`src/rtl/dircc_packet_tx.sv`:
```
// dircc_packet_tx: frames a send command plus its payload words into an Avalon-ST packet
// (destination header, source/length header, payload) for the router's local input port.
// Optional feature macro: DIRCC_TX_PKT_COUNT_EN adds the tx_pkt_count sent-packet counter.
module dircc_packet_tx #(
  parameter int unsigned LEN_W = 16
) (
  input  logic             clk_clk,
  input  logic             reset_reset_n,
  input  logic [31:0]      address_address,
  input  logic             cmd_valid,
  output logic             cmd_ready,
  input  logic [31:0]      cmd_dest,
  input  logic [LEN_W-1:0] cmd_len,
  input  logic [1:0]       cmd_empty,
  input  logic [31:0]      payload_data,
  input  logic             payload_valid,
  output logic             payload_ready,
  output logic [31:0]      output_here_data,
  output logic             output_here_valid,
  input  logic             output_here_ready,
  output logic             output_here_startofpacket,
  output logic             output_here_endofpacket,
  output logic [1:0]       output_here_empty
`ifdef DIRCC_TX_PKT_COUNT_EN
  ,
  output logic [31:0]      tx_pkt_count
`endif
);

  typedef enum logic [1:0] {
    StIdle    = 2'd0,
    StHdrSrc  = 2'd1,
    StPayload = 2'd2
  } state_e;

  state_e           state_q, state_d;
  logic [LEN_W-1:0] remaining_q, remaining_d;
  logic [1:0]       last_empty_q, last_empty_d;

  // Output register stage: every output_here_* bit comes straight from these flops.
  logic        valid_q, valid_d;
  logic [31:0] data_q, data_d;
  logic        sop_q, sop_d;
  logic        eop_q, eop_d;
  logic [1:0]  empty_q, empty_d;

  logic        free;
  logic        cmd_fire;
  logic        pay_fire;
  logic [15:0] hdr_len;

  // Only the low half of the node address goes into the source header.
  logic unused_addr_hi;
  assign unused_addr_hi = ^address_address[31:16];

  // The register may load a new beat when it is empty or its current beat is being taken.
  assign free    = !valid_q || output_here_ready;
  assign hdr_len = 16'(remaining_q);

  // Next-state, handshake and output-register load decode.
  always_comb begin
    state_d       = state_q;
    remaining_d   = remaining_q;
    last_empty_d  = last_empty_q;
    // A free register with nothing new to load becomes a bubble; a stalled one holds.
    valid_d       = free ? 1'b0 : valid_q;
    data_d        = data_q;
    sop_d         = sop_q;
    eop_d         = eop_q;
    empty_d       = empty_q;
    cmd_ready     = 1'b0;
    payload_ready = 1'b0;
    cmd_fire      = 1'b0;
    pay_fire      = 1'b0;

    unique case (state_q)
      StIdle: begin
        cmd_ready = reset_reset_n && free;
        cmd_fire  = cmd_valid && reset_reset_n && free;
        if (cmd_fire) begin
          valid_d      = 1'b1;
          data_d       = cmd_dest;
          sop_d        = 1'b1;
          eop_d        = 1'b0;
          empty_d      = 2'd0;
          remaining_d  = cmd_len;
          last_empty_d = cmd_empty;
          state_d      = StHdrSrc;
        end
      end

      StHdrSrc: begin
        if (free) begin
          valid_d = 1'b1;
          data_d  = {address_address[15:0], hdr_len};
          sop_d   = 1'b0;
          if (remaining_q == '0) begin
            // Zero-length packet: the header is also the final beat.
            eop_d   = 1'b1;
            empty_d = last_empty_q;
            state_d = StIdle;
          end else begin
            eop_d   = 1'b0;
            empty_d = 2'd0;
            state_d = StPayload;
          end
        end
      end

      StPayload: begin
        payload_ready = free;
        pay_fire      = payload_valid && free;
        if (pay_fire) begin
          valid_d     = 1'b1;
          data_d      = payload_data;
          sop_d       = 1'b0;
          remaining_d = remaining_q - LEN_W'(1);
          if (remaining_q == LEN_W'(1)) begin
            eop_d   = 1'b1;
            empty_d = last_empty_q;
            state_d = StIdle;
          end else begin
            eop_d   = 1'b0;
            empty_d = 2'd0;
          end
        end
      end

      default: begin
        state_d = StIdle;
      end
    endcase
  end

  // State and output register; reset abandons any packet in flight.
  always_ff @(posedge clk_clk) begin
    if (!reset_reset_n) begin
      state_q      <= StIdle;
      remaining_q  <= '0;
      last_empty_q <= 2'd0;
      valid_q      <= 1'b0;
      data_q       <= 32'd0;
      sop_q        <= 1'b0;
      eop_q        <= 1'b0;
      empty_q      <= 2'd0;
    end else begin
      state_q      <= state_d;
      remaining_q  <= remaining_d;
      last_empty_q <= last_empty_d;
      valid_q      <= valid_d;
      data_q       <= data_d;
      sop_q        <= sop_d;
      eop_q        <= eop_d;
      empty_q      <= empty_d;
    end
  end

  assign output_here_valid         = valid_q;
  assign output_here_data          = data_q;
  assign output_here_startofpacket = sop_q;
  assign output_here_endofpacket   = eop_q;
  assign output_here_empty         = empty_q;

`ifdef DIRCC_TX_PKT_COUNT_EN
  logic [31:0] pkt_count_q, pkt_count_d;

  // Count final beats as they leave; wraps naturally at 2^32.
  always_comb begin
    pkt_count_d = pkt_count_q;
    if (valid_q && output_here_ready && eop_q) begin
      pkt_count_d = pkt_count_q + 32'd1;
    end
  end

  // Sent-packet counter register.
  always_ff @(posedge clk_clk) begin
    if (!reset_reset_n) begin
      pkt_count_q <= 32'd0;
    end else begin
      pkt_count_q <= pkt_count_d;
    end
  end

  assign tx_pkt_count = pkt_count_q;
`else
  // Counter not built.
`endif

endmodule

```
`config.mk`:
```
export PLATFORM = sky130hd
export DESIGN_NAME = dircc_packet_tx
export DESIGN_NICKNAME = d
export VERILOG_FILES = /design/src/rtl/dircc_packet_tx.sv
export SDC_FILE = /design/constraint.sdc
export NUM_CORES = 1
export LEC_CHECK = 0
export ABC_AREA = 1
export CAP_MARGIN = 20
export CORE_MARGIN = 1
export CORE_UTILIZATION = 38
export DETAILED_ROUTE_END_ITERATION = 7
export GPL_ROUTABILITY_DRIVEN = 0
export PLACE_DENSITY = 0.8
export SLEW_MARGIN = 20
export SYNTH_ARGS = -nofsm -noshare
export SYNTH_HDL_FRONTEND = slang
export SYNTH_SLANG_ARGS = --single-unit
```
`constraint.sdc`:
```
create_clock -name clk_clk -period 1.75 [get_ports clk_clk]
set_clock_uncertainty 0.05 [all_clocks]
set_input_delay 0.525 -clock clk_clk [delete_from_list [all_inputs] [get_ports clk_clk]]
set_output_delay 0.525 -clock clk_clk [all_outputs]
set_load 0.005 [all_outputs]
```
======== Word-level counts from Yosys, hierarchy flattened ========
Index checks and enable logic that the tools add are counted.
word-level totals
  bits in latches ......................... 0
  output and inout port bits .............. 39
  memories kept ........................... 0
  input bits .............................. 119
  memory bits (writable) .................. 0
  register bits after elaboration ......... 57
  ROM bits ................................ 0
  logic and storage cells ................. 66
operators by class
  magnitude comparators ................... 0
  multiply operators ...................... 0
  shift-type cells ........................ 0
  divide/modulo/power cells ............... 0
  reductions and logical operators ........ 14
  $add $sub $neg .......................... 1
  mux-type cells .......................... 36
  bitwise operators ....................... 0
  eq/ne operators ......................... 7
operators by type and width
  kind                     number
  $mux W32                 3
  $pmux W32 S3             1
  $mux W16                 2
  $pmux W16 S2             1
  $mux W2                  10
  $eq A16 B1 Y1 const B    1
  $logic_not A16 Y1        1
  $sub A16 B1 Y16 const B  1
  $mux W1                  14
  $pmux W2 S3              2
  $pmux W1 S3              3
  $ne A2 B2 Y1 const B     4
  $reduce_and A4 Y1        2
  $logic_and A1 B1 Y1      4
  $reduce_and A3 Y1        1
  $reduce_bool A3 Y1       1
  $eq A2 B1 Y1 const B     1
  $eq A2 B2 Y1 const B     1
  $logic_not A2 Y1         1
  $reduce_and A2 Y1        1
  $reduce_bool A2 Y1       1
  $logic_not A1 Y1         1
  $logic_or A1 B1 Y1       1

======== Depth between registers and ports, before layout ========
Gate-level depths: netlist of the first run.
  depth after elaboration ................. 5
  mapped depth ............................ 11

======== Least setup slack after synthesis of the first run ========
Ideal clock, no wire load.
  path kind ............................... flip-flop to output port
  start point ............................. register state_q[0]
  end point ............................... output port payload_ready
  cell stages (with the launch flop) ...... 7
  buffers on the path ..................... 2
  arrival ................................. 1,170 ps
  path slack .............................. 5 ps
  required time ........................... 1,175 ps
  path through ............................ dfxtp_1 -> inv_1 -> ha_1 -> buf_2 -> inv_2 -> buf_2 -> nor2_1
on the way
  cells in the longest elaborated chain, start to end .. 2
ends and longest elaborated chain
  what                    RTL line  text
  from (decl)             36        state_e state_q, state_d;
  from (signal assigned)  138       state_q <= StIdle;
  from (signal assigned)  147       state_q <= state_d;
  $eq A2 B2 Y1            76        unique case (state_q)
  $mux W1                 76
  to (decl)               17        output logic payload_ready,
No other way between the ends.

======== Worst setup path in the final report of the first run ========
  start point ............................. register state_q[1]
  end point ............................... output port cmd_ready
on the way
  cells in the longest elaborated chain, start to end .. 2
ends and longest elaborated chain
  what              RTL line  text
  $logic_not A2 Y1  76
  $mux W1           76
  to (decl)         11        output logic cmd_ready,
No other way between the ends.

==> impl_metrics.ini, run 1 <==
[worst_setup_path]
path_cells = inv_4 -> ha_4 -> and3_4 -> buf_6
crit_path_top_delay_cell = sky130_fd_sc_hd__dfxtp_4
setup.worst_path.start_class = flip-flop
worstPathArrival_ns = 1.18
timing.setup.critical_path_class = flip-flop to primary output
cpPeakStageDelay_ns = 0.38
worst-r2r-cell-count = 10
cp-end-kind = primary output
crit_family = flip-flops
critical_path_peak_fanout = 4
cp.depth = 4
critical_path_required_ns = 1.17
cp_num_buf_inv = 2

[yosys]
synth.area.top_cells = sky130_fd_sc_hd__dfxtp_1 33%, sky130_fd_sc_hd__nand2_1 26%, sky130_fd_sc_hd__a21oi_1 8.3%, sky130_fd_sc_hd__nor2_1 4.8%, sky130_fd_sc_hd__a22o_1 4.3%
syn_nets = 685
synth_ff_type = sky130_fd_sc_hd__dfxtp_1
synth_seq_cells = 57
synth_warnings = 0
synth_top_area_share = 0.331
seq_area_frac_synth = 0.331
yosys.area.top_type = sky130_fd_sc_hd__dfxtp_1
synth.distinct_cells = 32
synth_edf_count = 0
async_flop_share = 0
mean_instance_size_in_the_synthesized_netlist_um2 = 6.15
netlist_area_um2 = 3450
synth_cells = 560

[sta]
hold_violation_total_from_the_final_report = 0
fin_worst_hold_slack_ns = 0.408
timing.fmax_ghz = 0.569
finalMaxSlewViolations = 0
postLayoutSetupSlackWorst_ns = -0.00897
final-setup-viol-count = 1
timing.slew.headroom = 0.807
totalNegativeSetupSlack_ns = -0.00897
post-route-min-period_ns = 1.76
tightest_slew_ns = 0.288
final.period_utilization = 1.01
grt_setup_unrepaired = true

[layout]
final_layout_size_suffix_gt1_frac = 0.130
n_antenna_cell = 0
sequential_cell_area_um2 = 1160
area_growth_pct = 57.4
finalCoreUtilization = 0.619
layout.cell_area.non_filler_um2 = 5420
multi_input_area_um2 = 2090
num-fill-cells = 810
layout.cells.non_filler = 822
design.final.nets = 834

[power]
power.switching_fraction = 0.477
static-leakage-power_nw = 2.56
switching_power_mw = 4.80
internal-power_mw = 5.26
power.density_nw_per_um2 = 1860
power_frac_clock = 0.123
maximum_resistive_drop_on_vdd_mv = 1.08
fraction_of_power_consumed_by_sequential_logic = 0.213
combinationalPowerShare = 0.664

[outcome]
outcome = complete, but fails checks
violations_in_the_final_reports = setup timing

[hold_path]
hold_depth = 2
min_delay_path_class = flip-flop to flip-flop

[route]
first_pass_iters = 7
detail_route.iter0.violations = 312
routed-via-count = 4150
drt_drc_violations_left = 0
vias_per_cell = 5.05
detail_route.wl_per_cell_um = 13.9
detail_route.wirelength_um = 11400
routed_antenna_nets = 0

[clocking]
cts_tree = yes
cts.path.max_buffers = 2
hold_bufs_at_cts = 0
clock_root_buffer = sky130_fd_sc_hd__clkbuf_8
worst_setup_hold_path_clk_slew_ns = 0.07
cts-buffers-inserted = 9
clock_sink_count = 57
postCtsSetupRepairBufs = 0
worstSkewPairLatency_ns = 0.33
cts-htree-levels = 3

[global_route]
number_of_global_route_vias_before_repair = 3874
gr-total-overflow = 0
globalRouteTotalUtil = 0.227
antenna_found_initial = 0
grt_start_max_net_pins = 41
grt_pass1_wl_um = 17700

[floorplanning]
floorplan.rows = 34
initial_utilization = 0.393
io-pin-count = 158
die_footprint_um2 = 9450
core_region_area_um2 = 8760
die_height_um = 97.2
fp.dieW_um = 97.2

[placed_design]
dpl_wire_length_um = 8260
place.port_buffers = 141
dp.cells = 803
placed_area_um2 = 5060

[job]
max_capacitance_violation_count = 0
-- metrics by stage --
step	worst slack, ns	total power [mW]
global route	-0.0501	10.9
global placement	-0.626	8.12
finish	-0.00897	10.1
floorplan	0.00522	6.15
detailed placement	-0.650	8.25
CTS	-0.0332	9.58
-- path summary, 6_finish.rpt --
path / start / to / slack (ns)
min: output_here_data[12] / output_here_data[12] / 0.41
min reg2reg: output_here_data[12] / output_here_data[12] / 0.41
max reg2reg: state_q[0] / hdr_len[12] / 0.09
max: state_q[1] / cmd_ready / -0.009
-- kinds of logic after synthesis --
| kind of cell | Yosys count | synth area share |
|---|---|---|
| compound gates | 111 | 0.184 |
| xor+xnor | 2 | 0.00508 |
| fa+ha+maj | 6 | 0.0218 |
| buf+inv | 62 | 0.0828 |
| flops | 57 | 0.331 |
| simple gates | 322 | 0.375 |
-- synthesized netlist by cell type (all sizes together) (2+ instances only) --
cell / number
xor2: 2
a22o: 17
inv: 27
nand4: 2
nand3b: 2
nand3: 25
o21ai: 33
buf: 18
or2: 2
dfxtp: 57
a21oi: 59
clkbuf: 14
clkinv: 3
nor2: 50
nand2: 239
ha: 6
-- power groups by stage --
stage | Clock (mW) | Sequential, mW | Combinational, mW
global route | 1.30 | 2.22 | 7.36
CTS | 1.25 | 2.12 | 6.21
floorplan | 0 | 2.10 | 4.05
global placement | 0 | 2.10 | 6.01
detailed placement | 0 | 2.12 | 6.13
finish | 1.24 | 2.14 | 6.69
-- what timing repair did --
item	CTS	global route
setup endpoints to repair	79	74
pin swaps	2	1
gates cloned	0	3
resized for setup	46	36
-- sequential cells by signal, summed over array words and instances (netlist names) --
register,count
hdr_len,16
last_empty_q,2
output_here_data,32
output_here_empty,2
output_here_endofpacket,1
output_here_startofpacket,1
output_here_valid,1
state_q,2
-- per-layer routing --
| metal | GRT usage | part of all wire | routed length (um) |
|---|---|---|---|
| met1 | 0.289 | 0.43 | 4870 |
| met2 | 0.375 | 0.48 | 5440 |
| met3 | 0.0324 | 0.067 | 768 |
| met4 | 0.117 | 0.032 | 367 |
| met5 | 0 | 0 | 0 |
-- worst register-to-register path, cell delays in order, from the launching register on --
cell	delay, ns
sky130_fd_sc_hd__dfxtp_2	0.33
sky130_fd_sc_hd__inv_2	0.08
sky130_fd_sc_hd__ha_2	0.20
sky130_fd_sc_hd__buf_6	0.20
sky130_fd_sc_hd__nor2_1	0.07
sky130_fd_sc_hd__nand3b_4	0.19
sky130_fd_sc_hd__buf_12	0.16
sky130_fd_sc_hd__nor2_2	0.12
sky130_fd_sc_hd__nand3_1	0.07
sky130_fd_sc_hd__nand2_1	0.06
sky130_fd_sc_hd__nor2_1	0.03
-- cells in the final DEF (no fill, tap or decap), drive strengths merged, types with 6 or more instances in the layout --
cell,count
a22o,17
a21oi,59
buf,29
clkbuf,11
dlymetal6s2s,14
nor2,50
dlygate4sd2,19
nand3,25
clkdlybuf4s50,106
inv,28
ha,6
o21ai,33
clkinv,7
dfxtp,57
nand2,239
-- cell type report --
class,instances,area share
Multi-Input combinational cell,441,0.385
Timing Repair Buffer,169,0.314
Sequential cell,57,0.215
Clock buffer,10,0.0254
Tap cell,108,0.0249
Inverter,30,0.0240
Clock inverter,6,0.0106
Timing Repair inverter,1,0.00161
(Power assumes the default switching activity.)
==> run 2, diff against run 1 <==
Settings changed: CORE_ASPECT_RATIO set to 1.25.
==> run 2 against run 1 <==
  * Final area grew 2.9%
  * Flip-flop and latch count is the same
  * The run now ends clean
  * Final cell count grew 2.4%
  * Die area is essentially flat
  * First-iteration DRC count shrank 3.2%
  * Combinational power grew 6.3%
  * Core utilization grew 1.9 points
  * Non-clock buffer count grew 7
  * Clock-buffer cell count grew 1
==> impl_metrics.ini, run 2 (synthesis gave the netlist of run 1 again) <==
[outcome]
outcome = complete, no violations

[route]
met3RoutedLength_um = 928
detail_route.iter0.violations = 302
drt_drc_violations_left = 0
routed-wl-met2_um = 6390
top_layer_used = met4
first_pass_iters = 6
detail_route.wirelength_um = 12600
wire_length_on_met1_um = 4920
routed_antenna_nets = 0
routed-via-count = 4339
vias_per_cell = 5.15
detail_route.wl_per_cell_um = 15.0

[sta]
post-route-min-period_ns = 1.74
timing.fmax_ghz = 0.574
grt_setup_unrepaired = true
hold_violation_total_from_the_final_report = 0
finalMaxSlewViolations = 0
final-setup-viol-count = 0
postLayoutSetupSlackWorst_ns = 0.00662
timing.slew.headroom = 0.792
fin_worst_hold_slack_ns = 0.408
tightest_slew_ns = 0.311
final.period_utilization = 0.996

[floorplanning]
die_height_um = 108
core_region_area_um2 = 8750
io-pin-count = 158
floorplan.rows = 38
fp.dieW_um = 87.2
die_footprint_um2 = 9450
initial_utilization = 0.394

[hold_path]
min_delay_path_class = flip-flop to flip-flop

[clocking]
clock_sink_count = 57
cts-buffers-inserted = 9
worstSkewPairLatency_ns = 0.34
worst_setup_hold_path_clk_slew_ns = 0.07
cts-htree-levels = 3
cts.path.max_buffers = 2
cts_tree = yes
clock_root_buffer = sky130_fd_sc_hd__clkbuf_8
hold_bufs_at_cts = 0

[placed_design]
place.port_buffers = 141
dp.cells = 817
dpl_wire_length_um = 8300
placed_area_um2 = 5110
preCtsSetupSlack_ns = -0.673

[worst_setup_path]
cp-end-kind = primary output
worstPathArrival_ns = 1.17
critical_path_required_ns = 1.17
setup.worst_path.start_class = flip-flop
critical_path_peak_fanout = 3
timing.setup.critical_path_class = flip-flop to primary output

[layout]
num-fill-cells = 803
layout_common_cells = 233 x sky130_fd_sc_hd__nand2_1, 99 x sky130_fd_sc_hd__clkdlybuf4s50_1, 56 x sky130_fd_sc_hd__a21oi_1
design.final.nets = 842
largest_reg_flops = 32
layout.cell_area.non_filler_um2 = 5580
layout_commonest_cell = sky130_fd_sc_hd__nand2_1
layout.cells.non_filler = 842
final_layout_size_suffix_gt1_frac = 0.134
n_antenna_cell = 0
area_growth_pct = 62.0

[job]
max_capacitance_violation_count = 0

[global_route]
number_of_global_route_vias_before_repair = 3918
grt_start_max_net_pins = 54
antenna_found_initial = 0
globalRouteTotalUtil = 0.241
grt_pass1_wl_um = 17800
gr-total-overflow = 0

[power]
static-leakage-power_nw = 2.57
power.density_nw_per_um2 = 1930
maximum_resistive_drop_on_vdd_mv = 1.01
p_total_mw = 10.8
## run 2: per-layer routing
| metal | GRT usage | up-vias |
|---|---|---|
| met5 | 0 | - |
| met4 | 0.112 | 0 |
| met3 | 0.0359 | 37 |
| met2 | 0.442 | 215 |
| met1 | 0.271 | 1968 |
| li1 | - | 2119 |
## run 2: timing repair
item,4_1_cts,5_1_grt
resized for setup,62,20
cloned,0,6
pin swaps,2,5
buffers inserted,3,1
setup endpoints to repair,91,25
## run 2: where the power goes
group          internal, mW  total, mW  leakage (nW)  switching [mW]
sequential             1.79       2.12         0.471           0.328
clock                 0.983       1.55         0.120           0.562
combinational          2.92       7.11          1.98            4.19
total                  5.69       10.8          2.57            5.08
## run 2: final timing paths
| check | startpoint | to | slack [ns] | cells past startpoint |
|---|---|---|---|---|
| min | output_here_data[14] | output_here_data[14] | 0.41 | 2 |
| max | state_q[1] | cmd_ready | 0.007 | 4 |
| max reg2reg | state_q[1] | output_here_data[5] | 0.06 | 10 |
| min reg2reg | output_here_data[14] | output_here_data[14] | 0.41 | 2 |
## run 2: final cells by class
| class | count | area, um^2 | area share |
|---|---|---|---|
| Timing Repair Buffer | 176 | 1780 | 0.319 |
| Clock inverter | 5 | 103 | 0.0184 |
| Tap cell | 120 | 150 | 0.0269 |
| Inverter | 30 | 128 | 0.0229 |
| Multi-Input combinational cell | 441 | 2110 | 0.378 |
| Clock buffer | 11 | 141 | 0.0253 |
| Timing Repair inverter | 2 | 17.5 | 0.00314 |
| Sequential cell | 57 | 1150 | 0.207 |
## run 2: through the flow
| step | setup TNS [ns] | util |
|---|---|---|
| finish | 0 | 0.638 |
| global route | -0.0661 | 0.638 |
| CTS | -0.0291 | 0.615 |
| detailed placement | -24.53 | 0.585 |
| global placement | -21.79 | 0.585 |
| floorplan | 0 | - |
## run 2: critical path, stage by stage (launching register included)
cell,delay [ns]
sky130_fd_sc_hd__dfxtp_2,0.36
sky130_fd_sc_hd__inv_2,0.06
sky130_fd_sc_hd__ha_4,0.16
sky130_fd_sc_hd__and3_4,0.15
sky130_fd_sc_hd__buf_6,0.11
==> edit, RTL diff (flow settings as in run 2) <==
The 3 states of `state_e` get a one-hot encoding in 3 bits.
--- a/src/rtl/dircc_packet_tx.sv
+++ b/src/rtl/dircc_packet_tx.sv
@@ -29,6 +29,6 @@
 
-  typedef enum logic [1:0] {
-    StIdle    = 2'd0,
-    StHdrSrc  = 2'd1,
-    StPayload = 2'd2
+  typedef enum logic [2:0] {
+    StIdle    = 3'b001,
+    StHdrSrc  = 3'b010,
+    StPayload = 3'b100
   } state_e;
Function: same outputs for any inputs over 10 cycles, from zero or initial values and one cycle with reset_reset_n low; not proved beyond that.
==> edit against run 2 <==
Highest routed layer unchanged; critical endpoint unchanged; design area shrank 6.8%; wire length shrank 16%; fmax grew 2.1%; worst setup slack gained 35 ps; via count shrank 10%; synthesized area shrank 1.8%; sequential cell count grew 1; total power shrank 35%.
==> edit: results (changes against run 2) <==
| Metric | Value |
|---|---|
| DP Cell Count | 768 (was 817) |
| Clock Sinks | 58 (was 57) |
| Drt total wl | 10.58 mm (was 12.64 mm) |
| Register area share after synthesis | 34.31% (was 33.12%) |
| Outcome | completed (unchanged) |
| Filler instances | 806 (was 803) |
| Vias in the first global route | 3710 (was 3918) |
| Synth area leaders | dfxtp_1 34%, nand2_1 15%, a21oi_1 12%, o21ai_0 7.5%, nor2_1 4.9% (was dfxtp_1 33%, nand2_1 26%, a21oi_1 8.3%, nor2_1 4.8%, a22o_1 4.3%) |
| Clock buf/inv share | 3.799% (was 4.370%) |
| Total track usage | 23.16% (was 24.12%) |
| Mapped Nets | 628 (was 685) |
| Dpl hpwl | 8.127 mm (was 8.299 mm) |
| GR met2 Demand/Resource | 40.08% (was 44.21%) |
| Largest net degree at the start of global routing | 43 (was 54) |
| Inverters, non-clock | 33 (was 32) |
| Worst slew margin | 71.01% (was 79.19%) |
| Register area | 1167 um2 (was 1154 um2) |
| Ratio of cells with drive above 1 in the final layout | 13.25% (was 13.43%) |
| Core region area | 8653 um2 (was 8748 um2) |
| Adder-Cell Fraction of Synth Area | 0.7394% (was 2.179%) |
| Avg Cell Area, Syn | 6.676 um2 (was 6.153 um2) |
| Met2 wire len | 5.317 mm (was 6.387 mm) |
| Critical Path AT | 1130 ps (was 1170 ps) |
| Share of synthesized area spent on multiplexers | 0.5915% (was 0%) |
| Post-Synth XOR/XNOR Area | 0.5176% (was 0.5084%) |
==> edit: cell count changes after synthesis, moves of 6 or more <==
cell,change
buf_2,-9
a21oi_1,+21
buf_6,+6
nand2_1,-97
o21ai_0,+25
a21oi_2,+8
o21ai_1,+10
a22o_1,-17
==> edit: what timing repair did <==
action	4_1_cts	5_1_grt
endpoints found under the setup margin	79	22
gates resized for setup	53	15
pin swaps	2	1
buffers inserted	0	0
==> edit: final timing paths <==
path | startpoint | end | slack [ps] | cells past startpoint
worst max-delay path | state_q[1]$_SDFFE_PN0P_ | cmd_ready | 40 | 4
worst min-delay path | output_here_startofpacket$_SDFFE_PN0P_ | output_here_startofpacket$_SDFFE_PN0P_ | 410 | 2
worst max register to register | state_q[1]$_SDFFE_PN0P_ | output_here_empty[0]$_SDFFE_PN0P_ | 130 | 9
worst min register to register | output_here_startofpacket$_SDFFE_PN0P_ | output_here_startofpacket$_SDFFE_PN0P_ | 410 | 2
